$ cat src/rtl/sb_rdi_cfg_ingress_if.sv
// Adapter configuration beat bus and sideband TX FIFO write port of the
// RDI cfg ingress stage. The slave side is the ingress block; the master
// side is the environment (adapter beats plus FIFO status).
interface sb_rdi_cfg_ingress_if #(
  parameter int NC = 32
);
  logic [NC-1:0] lp_cfg;
  logic          lp_cfg_vld;
  logic          fifo_full;
  logic          fifo_wr_en;
  logic [63:0]   fifo_wdata;

  modport master (
    output lp_cfg, lp_cfg_vld, fifo_full,
    input  fifo_wr_en, fifo_wdata
  );

  modport slave (
    input  lp_cfg, lp_cfg_vld, fifo_full,
    output fifo_wr_en, fifo_wdata
  );
endinterface

$ cat src/rtl/sb_rdi_cfg_ingress.sv
// Sideband RDI cfg ingress: assembles NC-bit adapter beats into 64-bit words,
// writes every message to the TX FIFO as exactly two entries (header plus
// data or zero pad), and keeps the adapter credit count.
//
// state | meaning
// HDR   | collecting header beats
// DATA  | header written, collecting the data word
// PAD   | header written, zero pad word due this cycle
module sb_rdi_cfg_ingress #(
  parameter int NC      = 32,
  parameter int CREDITS = 32,
  parameter int CW      = 6
) (
  input  logic                 i_clk,
  input  logic                 i_rst,
  input  logic                 i_pl_inband_pres,
  input  logic                 i_pl_cfg_crd,
  sb_rdi_cfg_ingress_if.slave  cfg,
  output logic [CW-1:0]        o_credit_cnt,
  output logic                 o_crd_underflow_err,
  output logic                 o_crd_overflow_err,
  output logic                 o_fifo_ovf_err
);

  localparam int BEATS = 64 / NC;
  localparam int BW    = (BEATS > 1) ? $clog2(BEATS) : 1;
  localparam logic [CW-1:0] CRD_MAX = CW'(CREDITS);

  typedef enum logic [1:0] {
    HDR  = 2'd0,
    DATA = 2'd1,
    PAD  = 2'd2
  } state_t;

  state_t          state_q, state_d;
  logic [BW-1:0]   beat_q, beat_d;
  logic [63:0]     asm_q, asm_d;
  logic            wr_pend_q, wr_pend_d;
  logic [63:0]     wdata_q, wdata_d;
  logic            drop_q, drop_d;
  logic [CW-1:0]   credit_q, credit_d;
  logic            uf_err_q, uf_err_d;
  logic            of_err_q, of_err_d;
  logic            ovf_err_q, ovf_err_d;

  logic beat_vld;
  logic last_beat;
  logic word_done;
  logic hdr_done;
  logic hdr_ok;

  assign beat_vld  = cfg.lp_cfg_vld & i_pl_inband_pres;
  assign last_beat = (beat_q == BW'(BEATS - 1));
  assign word_done = beat_vld & last_beat;
  assign hdr_done  = word_done & (state_q == HDR);
  assign hdr_ok    = hdr_done & (credit_q != '0);

  function automatic logic has_data(input logic [4:0] opc);
    case (opc)
      5'b00001, 5'b00101, 5'b01001, 5'b01101,
      5'b10001, 5'b11001, 5'b11011: has_data = 1'b1;
      default:                      has_data = 1'b0;
    endcase
  endfunction

  // Next-state, beat assembly, write scheduling, credits and error flags.
  always_comb begin
    state_d   = state_q;
    beat_d    = beat_q;
    asm_d     = asm_q;
    wr_pend_d = 1'b0;
    wdata_d   = wdata_q;
    drop_d    = drop_q;
    credit_d  = credit_q;
    uf_err_d  = uf_err_q;
    of_err_d  = of_err_q;
    ovf_err_d = ovf_err_q;

    // Beat counter runs independently of the FSM so a header beat that
    // arrives during PAD is kept.
    if (beat_vld) begin
      for (int k = 0; k < BEATS; k++) begin
        if (beat_q == BW'(k)) asm_d[k*NC +: NC] = cfg.lp_cfg;
      end
      beat_d = last_beat ? '0 : beat_q + BW'(1);
    end

    case (state_q)
      HDR: begin
        if (word_done) begin
          // Out of credits: the whole message is swallowed, including its
          // data or pad entry, so the FIFO never sees half a message.
          drop_d    = (credit_q == '0);
          wr_pend_d = (credit_q != '0);
          wdata_d   = asm_d;
          state_d   = has_data(asm_d[4:0]) ? DATA : PAD;
        end
      end
      DATA: begin
        if (word_done) begin
          wr_pend_d = ~drop_q;
          wdata_d   = asm_d;
          state_d   = HDR;
        end
      end
      PAD: begin
        wr_pend_d = ~drop_q;
        wdata_d   = '0;
        state_d   = HDR;
      end
      default: state_d = HDR;
    endcase

    if (hdr_done && credit_q == '0) uf_err_d = 1'b1;

    // Debit and return in the same cycle cancel out.
    if (hdr_ok && !i_pl_cfg_crd) begin
      credit_d = credit_q - CW'(1);
    end else if (!hdr_ok && i_pl_cfg_crd) begin
      if (credit_q == CRD_MAX) of_err_d = 1'b1;
      else                     credit_d = credit_q + CW'(1);
    end

    if (wr_pend_q && i_pl_inband_pres && cfg.fifo_full) ovf_err_d = 1'b1;

    // Link down: flush any partial message and restore the full credit pool.
    if (!i_pl_inband_pres) begin
      state_d   = HDR;
      beat_d    = '0;
      asm_d     = '0;
      wr_pend_d = 1'b0;
      drop_d    = 1'b0;
      credit_d  = CRD_MAX;
    end
  end

  // State and datapath registers with synchronous reset.
  always_ff @(posedge i_clk) begin
    if (i_rst) begin
      state_q   <= HDR;
      beat_q    <= '0;
      asm_q     <= '0;
      wr_pend_q <= 1'b0;
      wdata_q   <= '0;
      drop_q    <= 1'b0;
      credit_q  <= CRD_MAX;
      uf_err_q  <= 1'b0;
      of_err_q  <= 1'b0;
      ovf_err_q <= 1'b0;
    end else begin
      state_q   <= state_d;
      beat_q    <= beat_d;
      asm_q     <= asm_d;
      wr_pend_q <= wr_pend_d;
      wdata_q   <= wdata_d;
      drop_q    <= drop_d;
      credit_q  <= credit_d;
      uf_err_q  <= uf_err_d;
      of_err_q  <= of_err_d;
      ovf_err_q <= ovf_err_d;
    end
  end

  // A full FIFO swallows the write; the FSM has already moved on.
  assign cfg.fifo_wr_en       = wr_pend_q & i_pl_inband_pres & ~cfg.fifo_full;
  assign cfg.fifo_wdata       = wdata_q;
  assign o_credit_cnt         = credit_q;
  assign o_crd_underflow_err  = uf_err_q;
  assign o_crd_overflow_err   = of_err_q;
  assign o_fifo_ovf_err       = ovf_err_q;

endmodule

$ cat src/flat_wrapper.sv
// flat-port wrapper written by rule: the top's interface ports become plain ports
module sb_rdi_cfg_ingress_flat 
#(
  parameter int NC      = 32,
  parameter int CREDITS = 32,
  parameter int CW      = 6
)
  (i_clk, i_rst, i_pl_inband_pres, i_pl_cfg_crd, o_credit_cnt, o_crd_underflow_err, o_crd_overflow_err, o_fifo_ovf_err, cfg_lp_cfg, cfg_lp_cfg_vld, cfg_fifo_full, cfg_fifo_wr_en, cfg_fifo_wdata);
  sb_rdi_cfg_ingress_if #(.NC(NC)) cfg_i ();
  input  logic i_clk;
  input  logic i_rst;
  input  logic i_pl_inband_pres;
  input  logic i_pl_cfg_crd;
  output logic [CW-1:0] o_credit_cnt;
  output logic o_crd_underflow_err;
  output logic o_crd_overflow_err;
  output logic o_fifo_ovf_err;
  input wire logic [$bits(cfg_i.lp_cfg)-1:0] cfg_lp_cfg;
  input wire logic [$bits(cfg_i.lp_cfg_vld)-1:0] cfg_lp_cfg_vld;
  input wire logic [$bits(cfg_i.fifo_full)-1:0] cfg_fifo_full;
  output wire logic [$bits(cfg_i.fifo_wr_en)-1:0] cfg_fifo_wr_en;
  output wire logic [$bits(cfg_i.fifo_wdata)-1:0] cfg_fifo_wdata;
  assign cfg_i.lp_cfg = cfg_lp_cfg;
  assign cfg_i.lp_cfg_vld = cfg_lp_cfg_vld;
  assign cfg_i.fifo_full = cfg_fifo_full;
  assign cfg_fifo_wr_en = cfg_i.fifo_wr_en;
  assign cfg_fifo_wdata = cfg_i.fifo_wdata;
  sb_rdi_cfg_ingress #(.NC(NC), .CREDITS(CREDITS), .CW(CW)) u_core (.i_clk(i_clk), .i_rst(i_rst), .i_pl_inband_pres(i_pl_inband_pres), .i_pl_cfg_crd(i_pl_cfg_crd), .cfg(cfg_i), .o_credit_cnt(o_credit_cnt), .o_crd_underflow_err(o_crd_underflow_err), .o_crd_overflow_err(o_crd_overflow_err), .o_fifo_ovf_err(o_fifo_ovf_err));
endmodule
$ cat config.mk
export PLATFORM = sky130hd
export DESIGN_NAME = sb_rdi_cfg_ingress_flat
export DESIGN_NICKNAME = d
export VERILOG_FILES = /design/src/rtl/sb_rdi_cfg_ingress_if.sv /design/src/rtl/sb_rdi_cfg_ingress.sv /design/src/flat_wrapper.sv
export SDC_FILE = /design/constraint.sdc
export NUM_CORES = 1
export LEC_CHECK = 0
export ABC_AREA = 1
export BUFFER_PORTS_ARGS = -buffer_cell sky130_fd_sc_hd__clkbuf_2
export CORE_UTILIZATION = 30
export DETAILED_ROUTE_END_ITERATION = 6
export PLACE_DENSITY = 0.57
export SLEW_MARGIN = 20
export SYNTH_ARGS = -nofsm -noshare
export SYNTH_HDL_FRONTEND = slang
export SYNTH_SLANG_ARGS = --single-unit
$ cat constraint.sdc
create_clock -name i_clk -period 3.09 [get_ports i_clk]
set_input_delay 0.4635 -clock i_clk [delete_from_list [all_inputs] [get_ports i_clk]]
set_output_delay 0.4635 -clock i_clk [all_outputs]
set_load 0.01 [all_outputs]
==> metrics <==
Worst-Margin Slew 0.755 ns; Post-Synthesis Cell Area 4320 sq um; Setup-failing EPs final 0; Place WS 0.453 ns; ranking of synthesized cells by area dfxtp_1 51%, nand2_1 12%, a21oi_1 8.6%; DRT Pass-1 Iters 4; core area 14,000 sq um; Post-Syn Nets 587; synth warn 0; Port Buf Inserts 111; full die area 14,900 sq um; Initial Util 0.309; H-tree Lvls 3; Finished Core Util 0.377; Num CTS Buffers 9; CP endpoint kind register; post-layout worst setup margin 0.477 ns; post-synthesis sequential area ratio 0.509; largest net degree at the start of global routing 68; Total Wirelength 10,800 um; Clock Pin Slew Worst Setup and Hold Paths 0.07 ns; grt met3 use 0.0459; most frequent cells in the layout 139 x nand2_1, 111 x clkbuf_2, 110 x dfxtp_1; Final Max Slew Viols 0; Max Fanout on Critical Path 6; Static Leak 2.21 nW; Synth Instances 545; Post-Layout Inst Area 5280 sq um; remaining global-route overflow 0; Synth Area in Adders 0.0116; Die X 122 um; clock sinks 110; Top Ports 112; Worst Skew 0.00516 ns; status finished, final reports clean; crit path kind register to register; final count of hold timing violations 0; GR Util All Layers 0.151; Max rail drop VDD 0.000225 V; Nets 683; Max Clk Rate 383 MHz; Distinct cells, synth 32; Critical Path Source Type register; placed inst area 4990 sq um; Net Sw Frac 0.224; synth-to-layout area growth 22.1%; Worst Path Arrival 2.87 ns; root buffer cell clkbuf_16; postcts setup bufs 0; post-route ant nets 0; setup TNS 0 ns; Ant. Diodes 0; Die Height 122 um; Slew headroom 0.497; DRT iter0 DRCs 144; vias 3,789; Post-Synth Simple-Gate Area 0.238; type of the most critical hold path primary input to register; largest family of logic cells by synthesized area simple AND/OR/NAND/NOR gates; vias in the first global route 3,604; GP Congestion 0.834; Cell Pwr Density 528 nW/um^2; min Tclk post-route 2.61 ns; hold_buf cts 0; layout cells sized above 1 0.224; Worst-Skew Late Latency 0.35 ns; DP Cell Count 810; syn avg cell area 7.93 sq um; Worst EP required 3.34 ns; FP Rows 43; RSZ-0062 raised after global routing no; Synth Register Bits 110; met2 Use GR 0.250; maxcap violations 0; switching power total 0.625 mW; Clock Path Buffers 2; HPWL Detailed 7380 um; XOR/XNOR share of the synthesized area 0.00608; cell taking the most area after synthesis dfxtp_1; Clock power frac 0.419; global-route wire length before repair 17,200 um; Seq pwr share 0.519; Comb power frac 0.062; complex-gate fraction of the synthesized area 0.131; share of the synthesized area in the top cell type 0.509; grt met1 use 0.176; post-cts repair resize count 0; Via density 4.60; fin cells 824; number of remaining DRC errors 0; post-synthesis mux area share 0.0278; internal power 2.16 mW; detailed-route wire length per cell 13.1 um; TritonCTS clock tree done; initial antenna violation count 0; Final Cycle Share 0.846; busiest grt layer met2; most common cell after layout, fill and taps aside nand2_1
through the flow:
step	total power, mW	hold slack (ns)
2_1_floorplan	1.59	0.448
3_3_place_gp	1.65	0.436
3_5_place_dp	1.66	0.447
4_1_cts	2.83	0.343
5_1_grt	2.89	0.361
6_report	2.79	0.362
area by class of cell:
type / instances / area, sq um
clock buffer: 13 / 260
timing repair buffer: 115 / 598
inverter: 46 / 173
fill: 1501 / 8710
multi-input combinational: 359 / 1790
tap: 180 / 225
clock inverter: 1 / 30.0
sequential: 110 / 2200
power by group through the flow:
stage	clock network [mW]	logic [mW]	registers [mW]
finish	1.17	0.173	1.45
global route	1.24	0.194	1.45
CTS	1.20	0.176	1.45
detailed placement	0	0.174	1.48
global placement	0	0.172	1.48
floorplan	0	0.106	1.48
state kept, by name, summed over array words and instances (netlist names):
signal and count:
u_core.drop_q 1, u_core.o_credit_cnt 6, u_core.o_crd_underflow_err 1, u_core.asm_q 32
u_core.wr_pend_q 1, u_core.cfg.fifo_wdata 64, u_core.o_fifo_ovf_err 1, u_core.state_q 2
u_core.o_crd_overflow_err 1, u_core.beat_q 1
per-layer routing:
layer  vias to the layer above  share of wire
met3                        19          0.062
met5                         -              0
met2                       103           0.47
met4                         0          0.020
li1                       1905              -
met1                      1762           0.45
synthesized netlist by cell type (all sizes together):
cell,number
buf,16
clkinv,1
o21bai,1
nor3,1
nand4,2
dfxtp,110
inv,45
xnor2,3
o21ai,28
o22ai,2
clkbuf,14
or2,32
ha,4
mux2i,12
nor2,46
nand3,9
nand2,141
a21oi,76
nand3b,2
cells by family after synthesis:
kind of cell | count (synthesis)
AO/OA/AOI/OAI | 107
XOR/XNOR | 3
adder cells (fa/ha/maj) | 4
buffers and inverters | 76
flip-flops | 110
multiplexers | 12
AND/OR/NAND/NOR | 233
worst max-delay path: stages, from the launching register on:
cell	delay (ns)
dfxtp_1	0.33
inv_1	0.14
nand3_1	0.11
nor3_1	0.25
inv_1	0.07
nand2_1	0.11
inv_1	0.08
ha_1	0.26
nand2_1	0.13
inv_1	0.05
nor2_1	0.13
ha_1	0.16
o21bai_1	0.17
nand4_1	0.20
nand3b_1	0.13
nand3_1	0.08
nand2_1	0.07
inv_1	0.03
final timing paths:
check / slack, ns / endpoint / from / cells past startpoint
worst max-delay path: 0.48 / u_core.o_credit_cnt[4] / u_core.o_credit_cnt[3] / 17
worst min-delay path: 0.36 / u_core.cfg.fifo_wdata[34] / cfg_lp_cfg[2] / 3
worst max register to register: 0.48 / u_core.o_credit_cnt[4] / u_core.o_credit_cnt[3] / 17
worst min register to register: 0.45 / u_core.o_fifo_ovf_err / u_core.o_fifo_ovf_err / 2
No activity file was read; power rests on OpenSTA's default activity.
